$ cat config.mk
export PLATFORM = sky130hd
export DESIGN_NAME = section_input
export DESIGN_NICKNAME = d
export VERILOG_FILES = /design/src/rtl/section_input.sv
export SDC_FILE = /design/constraint.sdc
export NUM_CORES = 1
export LEC_CHECK = 0
export ABC_AREA = 1
export BUFFER_PORTS_ARGS = -buffer_cell sky130_fd_sc_hd__buf_2
export CORE_ASPECT_RATIO = 1.25
export CORE_MARGIN = 8
export CORE_UTILIZATION = 50
export CTS_BUF_LIST = sky130_fd_sc_hd__clkbuf_16
export DETAILED_ROUTE_END_ITERATION = 8
export GPL_TIMING_DRIVEN = 0
export PLACE_DENSITY = 0.71
export SLEW_MARGIN = 10
export SYNTH_ARGS = -nofsm -noshare
export SYNTH_HDL_FRONTEND = slang
export SYNTH_SLANG_ARGS = --single-unit
$ cat constraint.sdc
create_clock -name clk -period 1.7 [get_ports clk]
set_input_delay 0.34 -clock clk [delete_from_list [all_inputs] [get_ports clk]]
set_output_delay 0.34 -clock clk [all_outputs]
set_load 0.02 [all_outputs]
$ cat src/rtl/section_input.sv
// ---------------------------------------------------------------------------
// section_input
//   Serial receive stage of the USRT link. Samples one bit of rxd per
//   usrt_pedge strobe while cts is high, assembles LSB-first 8- or 16-bit
//   words, and hands each completed word to a one-word holding register with
//   a valid/ready handshake. Aborted frames pulse frame_err; words dropped
//   because the holding register is still full set the sticky overrun flag.
//
// Ports
//   clk         system clock, rising edge
//   rst         asynchronous active-high reset
//   usrt_pedge  one-cycle bit strobe
//   size_flag   word length for the next word: 1 = 16 bits, 0 = 8 bits
//   cts         frame enable from the transmitter
//   rxd         serial data, LSB first
//   data        received word (8-bit words zero-extended)
//   data_valid  holding register full
//   data_ready  consumer accepts data when data_valid && data_ready
//   frame_err   one-cycle pulse after a partial word is aborted
//   overrun     sticky: a completed word was dropped
//   busy        a word is partially received
// ---------------------------------------------------------------------------
module section_input #(
  parameter int WORD_MAX = 16
) (
  input  logic                clk,
  input  logic                rst,
  input  logic                usrt_pedge,
  input  logic                size_flag,
  input  logic                cts,
  input  logic                rxd,
  output logic [WORD_MAX-1:0] data,
  output logic                data_valid,
  input  logic                data_ready,
  output logic                frame_err,
  output logic                overrun,
  output logic                busy
);

  localparam int IDX_W = $clog2(WORD_MAX);

  typedef enum logic {
    IDLE = 1'b0,
    RECV = 1'b1
  } state_t;

  state_t              state_q;
  logic [4:0]          count_q;
  logic                len16_q;   // latched word length for the current word
  logic [WORD_MAX-1:0] shift_q;

  logic                sample;
  logic [4:0]          last_idx;
  logic                word_done;
  logic [WORD_MAX-1:0] word_next;

  assign sample    = cts && usrt_pedge;
  assign last_idx  = len16_q ? 5'd15 : 5'd7;
  assign word_done = (state_q == RECV) && sample && (count_q == last_idx);
  assign busy      = (state_q == RECV);

  // The word as it looks once the current rxd bit is placed at position
  // count; used both to update the shifter and to load the holding register
  // on the completing strobe.
  always_comb begin
    // NOTE: every always_comb output gets a default first so no path leaves
    // it unassigned, which would otherwise infer a latch.
    word_next                       = shift_q;
    word_next[count_q[IDX_W-1:0]]   = rxd;
  end

  // Receive sequencer: bit counter, shifter and frame_err pulse.
  always_ff @(posedge clk or posedge rst) begin
    // NOTE: sequential state uses non-blocking assignments so every register
    // sees the pre-edge values of the others regardless of statement order.
    if (rst) begin
      state_q   <= IDLE;
      count_q   <= 5'd0;
      len16_q   <= 1'b0;
      shift_q   <= '0;
      frame_err <= 1'b0;
    end else begin
      frame_err <= 1'b0;
      unique case (state_q)
        IDLE: begin
          if (sample) begin
            // Clearing the shifter here is what zero-extends 8-bit words.
            shift_q    <= '0;
            shift_q[0] <= rxd;
            len16_q    <= size_flag;
            count_q    <= 5'd1;
            state_q    <= RECV;
          end
        end
        RECV: begin
          if (!cts) begin
            // cts low wins over a coincident strobe: the bit is not taken.
            state_q   <= IDLE;
            count_q   <= 5'd0;
            frame_err <= 1'b1;
          end else if (usrt_pedge) begin
            shift_q <= word_next;
            if (word_done) begin
              count_q <= 5'd0;
              state_q <= IDLE;
            end else begin
              count_q <= count_q + 5'd1;
            end
          end
        end
        default: state_q <= IDLE;
      endcase
    end
  end

  // One-word holding register. A completion coinciding with a consumer
  // accept replaces the word in place; only a completion into a full,
  // unaccepted register drops the word.
  always_ff @(posedge clk or posedge rst) begin
    if (rst) begin
      data       <= '0;
      data_valid <= 1'b0;
      overrun    <= 1'b0;
    end else begin
      if (word_done) begin
        if (!data_valid || data_ready) begin
          data       <= word_next;
          data_valid <= 1'b1;
        end else begin
          overrun <= 1'b1;
        end
      end else if (data_valid && data_ready) begin
        data_valid <= 1'b0;
      end
    end
  end

endmodule

======== Yosys cells after proc, flatten, opt, wreduce, memory -nomap -nowiden ========
Index checks and enable logic that the tools add are counted.
storage, ports and cells
  flip-flop bits (word level) ............. 42
  bits in latches ......................... 0
  bits in writable memories ............... 0
  ROM bits ................................ 0
  input bits .............................. 7
  logic and storage cells ................. 56
  memories kept ........................... 0
operators by class
  $add $sub $neg .......................... 1
  $mul .................................... 0
  divide/modulo/power cells ............... 0
  order comparisons ....................... 2
  equal/unequal tests ..................... 6
  shifts and indexed selects .............. 0
  multiplexer cells ....................... 23
  bitwise logic cells ..................... 2
  reduce and logical (&&, ||, !) cells .... 14
operators by type and width
  operator                                                           count
  2-to-1 mux 16 bit                                                  3
  one-hot mux 16 bit (2 select lines)                                1
  2-to-1 mux 5 bit                                                   4
  bitwise mux 16 bit                                                 1
  2-to-1 mux 1 bit                                                   10
  one-hot mux 5 bit (2 select lines)                                 1
  AND reduction 2 bit                                                5
  inequality test 2 bit, second input constant                       3
  adder 5 x 1 -> 5 bit, second input constant                        1
  == test 5 x 4 -> 1 bit                                             1
  logical AND 1 bit                                                  5
  < comparator 4 x 5 -> 1 bit, second input constant                 1
  demux 1 bit (select 4 bit)                                         1
  greater-or-equal comparator 4 x 1 -> 1 bit, second input constant  1
  2-to-1 mux 4 bit                                                   1
  inequality test 3 bit, second input constant                       1
  AND reduction 3 bit                                                1
  inequality test 2 x 1 -> 1 bit, second input constant              1
  NOT 1 bit                                                          2
  one-hot mux 1 bit (2 select lines)                                 1
  nonzero test 2 bit                                                 1
  logical NOT 1 bit                                                  1
  logical OR 1 bit                                                   1

======== Logic depth before layout (Yosys ltp) ========
  depth after elaboration ................. 8
  mapped depth ............................ 9
  gate-level depth less buffers ........... 7

======== Worst setup path after synthesis ========
OpenSTA, ideal clock, no wires.
  path type ............................... reg2reg
  start point ............................. register count_q[0]
  end point ............................... register data[0]
  arrival ................................. 1.249 ns
  data required time ...................... 1.580 ns
  path slack .............................. 0.330 ns
  stages on the path, launching flop included .. 8
  path buffers ............................ 1
  clock period less this slack ............ 1.370 ns
  cells stage by stage .................... dfrtp_1 > ha_1 > nand2_2 > nor2_4 > nand2_4 > buf_2 > o21ai_1 > nand2_1
between the ends
  longest elaborated chain between the ends .. 5
ends and longest elaborated chain
  what                                                                                                                    line  RTL
  start: declaration                                                                                                      48    logic [4:0] count_q;
  start signal: assignment                                                                                                107   count_q <= count_q + 5'd1;
  < comparator 4 x 5 -> 1 bit (not written as such) / greater-or-equal comparator 4 x 1 -> 1 bit (equally long branches)  69    word_next[count_q[IDX_W-1:0]] = rxd;
  logical AND 1 bit (not written as such)                                                                                 69
  2-to-1 mux 1 bit (not written as such)                                                                                  69
  demux 1 bit (select 4 bit)                                                                                              69
  bitwise mux 16 bit                                                                                                      69
  end signal: assignment                                                                                                  127   data <= word_next;
  end: declaration                                                                                                        32    output logic [WORD_MAX-1:0] data,
Parallel ways exist; a longest one is shown, timed or not.
A chain may end at the register's enable or synchronous reset.

======== Worst setup path after layout ========
  start point ............................. register count_q[0]
  end point ............................... register data[8]
Same word-level chain as after synthesis.

==> flow_summary.rst <==
.. list-table::
   :header-rows: 1

   * - Metric
     - Value
   * - TritonCTS clock tree
     - built
   * - CP required
     - approximately 1900 ps
   * - Overall track demand over capacity in global routing
     - 15.6%
   * - Crit path setup slack, layout
     - between 150 and 200 ps
   * - I/O pin total
     - 27
   * - Clock H-tree levels
     - 2
   * - Initial core utilization
     - ~50%
   * - Antenna diode count
     - 0
   * - Most frequent cells after synthesis
     - sky130_fd_sc_hd__nand2_1 (117), sky130_fd_sc_hd__dfrtp_1 (42), sky130_fd_sc_hd__o21ai_0 (20)
   * - Kind of cell adding the most delay to the critical path
     - flip-flops
   * - Last weighted congestion value of the routability-driven placer
     - around 0.87
   * - Utilization of the core after routing
     - between 60% and 70%
   * - Wire length of the first global-routing pass
     - 7.92 mm
   * - Share of synthesized registers carrying an async set or reset
     - between 90% and 100%
   * - Cell count of the worst reg-to-reg path
     - 7
   * - Startpoint of the most critical register-to-register path
     - count_q[0]
   * - Min-delay worst type
     - in -> reg
   * - Layout filler cell count
     - between 300 and 400
   * - Most instantiated library cell after synthesis
     - sky130_fd_sc_hd__nand2_1
   * - Post-Place Setup Slack
     - approximately 76 ps
   * - Hold violation total from the final report
     - 0
   * - Pwr per Cell Area
     - between 900 and 1000 mW/mm^2
   * - Total area of multi-input combinational cells
     - 891 sq um
   * - Clock sink count
     - 42
   * - Count of routing violations after the opening detailed-route iteration
     - around 100
   * - Cell breakdown of the critical path
     - ha_2, nand2_2, nor2_4, nand2_4, buf_4, o21ai_1, nand2_1
   * - Nets in the synthesized netlist
     - 269
   * - Share of the clock period used by the worst path after layout
     - roughly 90%
   * - Power, Total
     - between 2 and 2.5 mW
   * - Max-capacitance violation count
     - 0
   * - Transition at the pin with the smallest max-transition slack
     - 342 ps
   * - Source of the worst hold timing path
     - size_flag
   * - Maximum clock rate
     - approximately 650 MHz
   * - Post-detailed-route wirelength per cell
     - ~13 um
   * - Number of enable-type register cells in the synthesized netlist
     - 0
   * - Layout Skew
     - ~3.6 ps
   * - Clock root buffer master
     - sky130_fd_sc_hd__clkbuf_16
   * - Total negative slack for setup checks
     - 0 ps
   * - Sequential cell area
     - roughly 0.0011 sq mm
   * - Post-Syn Instances
     - approximately 260
   * - Element type at the critical path end
     - register
   * - Total global routing overflow
     - 0
   * - Layout Area Growth over Synthesis
     - 18.7%
   * - Dpl cell area
     - 0.00228 sq mm
   * - Vias in the first global route
     - 1766
   * - First-pass DRT Iterations
     - 5
   * - Die Area
     - around 0.0065 sq mm
   * - Reg-to-Reg End
     - data[8]
   * - TritonCTS buffer count
     - 5
   * - Hold Path Cell Cnt
     - 3
   * - Placed cell count
     - 340
   * - Skew-Pair Late Insertion Delay
     - 280 ps
   * - Total number of yosys warnings
     - 0
   * - Layout cell share with drive strength beyond 1
     - a little under a fifth
   * - Max-slew violation total from the final report
     - 0
   * - Initial antenna violation count
     - 0
   * - Avg Vias per Cell
     - 4.97
   * - Time the final worst path needs with I/O delays and setup
     - between 1500 and 2000 ps
   * - Maximum ir drop on the vdd rail
     - 0.000493 V
   * - Startpoint type of the worst setup path
     - register
   * - Number of endpoints failing setup at the final stage
     - 0
   * - Total buffers and inverters traversed by the critical path
     - 1
   * - Hold Worst Slack
     - 265 ps
   * - Total number of vias
     - about 1700
   * - IO buf count
     - 25
   * - RSZ-0062 raised after global routing
     - false
   * - Hold worst-path end
     - len16_q
   * - Wire length after detailed routing
     - 4.55 mm
   * - Final design instance area without fill
     - between 0.002 and 0.0025 sq mm
   * - Proportion of netlist area held by the largest area contributor
     - between 50% and 60%
   * - Fin cells
     - between 300 and 400
   * - Worst-path clk slew
     - 60 ps
   * - Share of the yosys chip area belonging to registers
     - 50.9%
   * - Static leakage
     - between 1 and 1.5 nW
   * - Number of storage elements in the synthesis netlist
     - between 40 and 50
   * - Cell type with the largest total area after synthesis
     - sky130_fd_sc_hd__dfrtp_1
   * - Critical path data arrival time
     - 1690 ps
   * - Maximum single-stage delay on the critical path
     - 400 ps
   * - Nets@finish
     - between 300 and 400
   * - Worst-path maximum fanout
     - 10
   * - Top cells by area, synth
     - sky130_fd_sc_hd__dfrtp_1 (51%), sky130_fd_sc_hd__nand2_1 (21%), sky130_fd_sc_hd__o21ai_0 (4.9%)
   * - Detail Route Antenna Nets
     - 0
   * - Avg Inst Size Synth
     - about 8.0 sq um
   * - Standard-cell rows
     - 26
   * - Headroom to the max-slew limit
     - about 77%
   * - DRC viols
     - 0
   * - Maximum number of buffers from clock root to sink
     - 2
   * - Status
     - finished clean
   * - Count of different cell masters after synthesis
     - 26
   * - Category of the most critical setup path
     - reg -> reg
   * - Standard cell core area
     - 0.00403 sq mm
   * - CP max-delay cell
     - sky130_fd_sc_hd__dfrtp_1
   * - Width of the chip
     - 73.5 um
   * - Half-perimeter wire length after placement
     - ~3.4 mm
   * - Largest net degree at the start of global routing
     - 32
   * - Cell area after synthesis
     - around 0.0021 sq mm
   * - Vertical extent of the die
     - slightly below 90 um
   * - Register-to-Register Setup Slack
     - between 150 and 200 ps
   * - Leading register cell type out of synthesis
     - sky130_fd_sc_hd__dfrtp_1
[worst max-delay path by stage]
| stage | depth (start not counted) | slack (ps) | to | startpoint |
|---|---|---|---|---|
| 2_1_floorplan | 7 | 330 | data[0] | count_q[0] |
| 3_3_place_gp | 2 | -210 | shift_q[13] | rst |
| 3_5_place_dp | 7 | 80 | data[8] | count_q[0] |
| 4_1_cts | 7 | 70 | data[8] | count_q[0] |
| 5_1_grt | 7 | 40 | data[2] | count_q[0] |
| 6_report | 7 | 170 | data[8] | count_q[0] |
[final cells by class]
| cell class | count | area share [%] |
|---|---|---|
| tap | 56 | 2.86 |
| timing repair buffer | 27 | 6.33 |
| buffer | 11 | 2.91 |
| clock buffer | 5 | 5.11 |
| multi-input combinational | 191 | 36.4 |
| clock inverter | 2 | 1.38 |
| inverter | 14 | 2.15 |
| sequential | 42 | 42.9 |
[registers in the layout, summed over array words and instances, names as in the netlist]
name / flops
data: 16
shift_q: 16
count_q: 5
busy: 1
data_valid: 1
frame_err: 1
len16_q: 1
overrun: 1
[cell families after synthesis]
logic type,Yosys count,share of synthesized area [%]
xor+xnor,1,0.425
compound gates,43,10.9
simple gates,143,29.4
flops,42,50.9
fa+ha+maj,4,2.43
buf+inv,25,6.00
[per-layer routing]
layer,global-route usage [%],vias to the layer above,part of all wire (%)
li1,-,887,-
met1,17.1,797,44
met4,6.74,0,2.0
met3,4.35,8,5.2
met2,27.2,39,49
met5,0,-,0
[worst min-delay path, cell delays in order]
cell and delay, ps:
sky130_fd_sc_hd__buf_2 70, sky130_fd_sc_hd__nand2_1 40, sky130_fd_sc_hd__o21ai_0 50
[where the power goes]
part	internal [mW]	total (mW)	switching, mW
logic	0.0706	0.227	0.157
registers	1.03	1.05	0.0232
clock network	0.679	1.03	0.355
[what timing repair did]
item,4_1_cts,5_1_grt
hold buffers,1,0
gates resized for setup,0,1
endpoints found under the hold margin,11,0
buffers inserted,0,0
setup endpoints to repair,0,9
[placed cells by master, fill, tap and decap left out]
| cell | count |
|---|---|
| sky130_fd_sc_hd__nand2_1 | 117 |
| sky130_fd_sc_hd__dfrtp_1 | 42 |
| sky130_fd_sc_hd__buf_2 | 31 |
| sky130_fd_sc_hd__o21ai_0 | 20 |
| sky130_fd_sc_hd__o21ai_1 | 17 |
| sky130_fd_sc_hd__nand3_1 | 11 |
| sky130_fd_sc_hd__inv_1 | 10 |
| sky130_fd_sc_hd__nor2_1 | 6 |
| sky130_fd_sc_hd__clkbuf_16 | 5 |
| sky130_fd_sc_hd__buf_4 | 3 |
| sky130_fd_sc_hd__inv_2 | 3 |
| sky130_fd_sc_hd__a21oi_1 | 3 |
| sky130_fd_sc_hd__ha_1 | 3 |
| sky130_fd_sc_hd__nor2_4 | 2 |
| sky130_fd_sc_hd__clkinv_1 | 2 |
| sky130_fd_sc_hd__nand4_1 | 2 |
| sky130_fd_sc_hd__nand2_2 | 1 |
| sky130_fd_sc_hd__nand3_2 | 1 |
| sky130_fd_sc_hd__nand2_4 | 1 |
| sky130_fd_sc_hd__nor2_8 | 1 |
| sky130_fd_sc_hd__buf_8 | 1 |
| sky130_fd_sc_hd__clkbuf_1 | 1 |
| sky130_fd_sc_hd__nor2_2 | 1 |
| sky130_fd_sc_hd__o21bai_1 | 1 |
| sky130_fd_sc_hd__o21a_1 | 1 |
| sky130_fd_sc_hd__o21ai_2 | 1 |
| sky130_fd_sc_hd__xor2_1 | 1 |
| sky130_fd_sc_hd__ha_2 | 1 |
| sky130_fd_sc_hd__bufinv_16 | 1 |
| sky130_fd_sc_hd__dlygate4sd3_1 | 1 |
| sky130_fd_sc_hd__buf_12 | 1 |
Power figures use the tool's default switching activity.
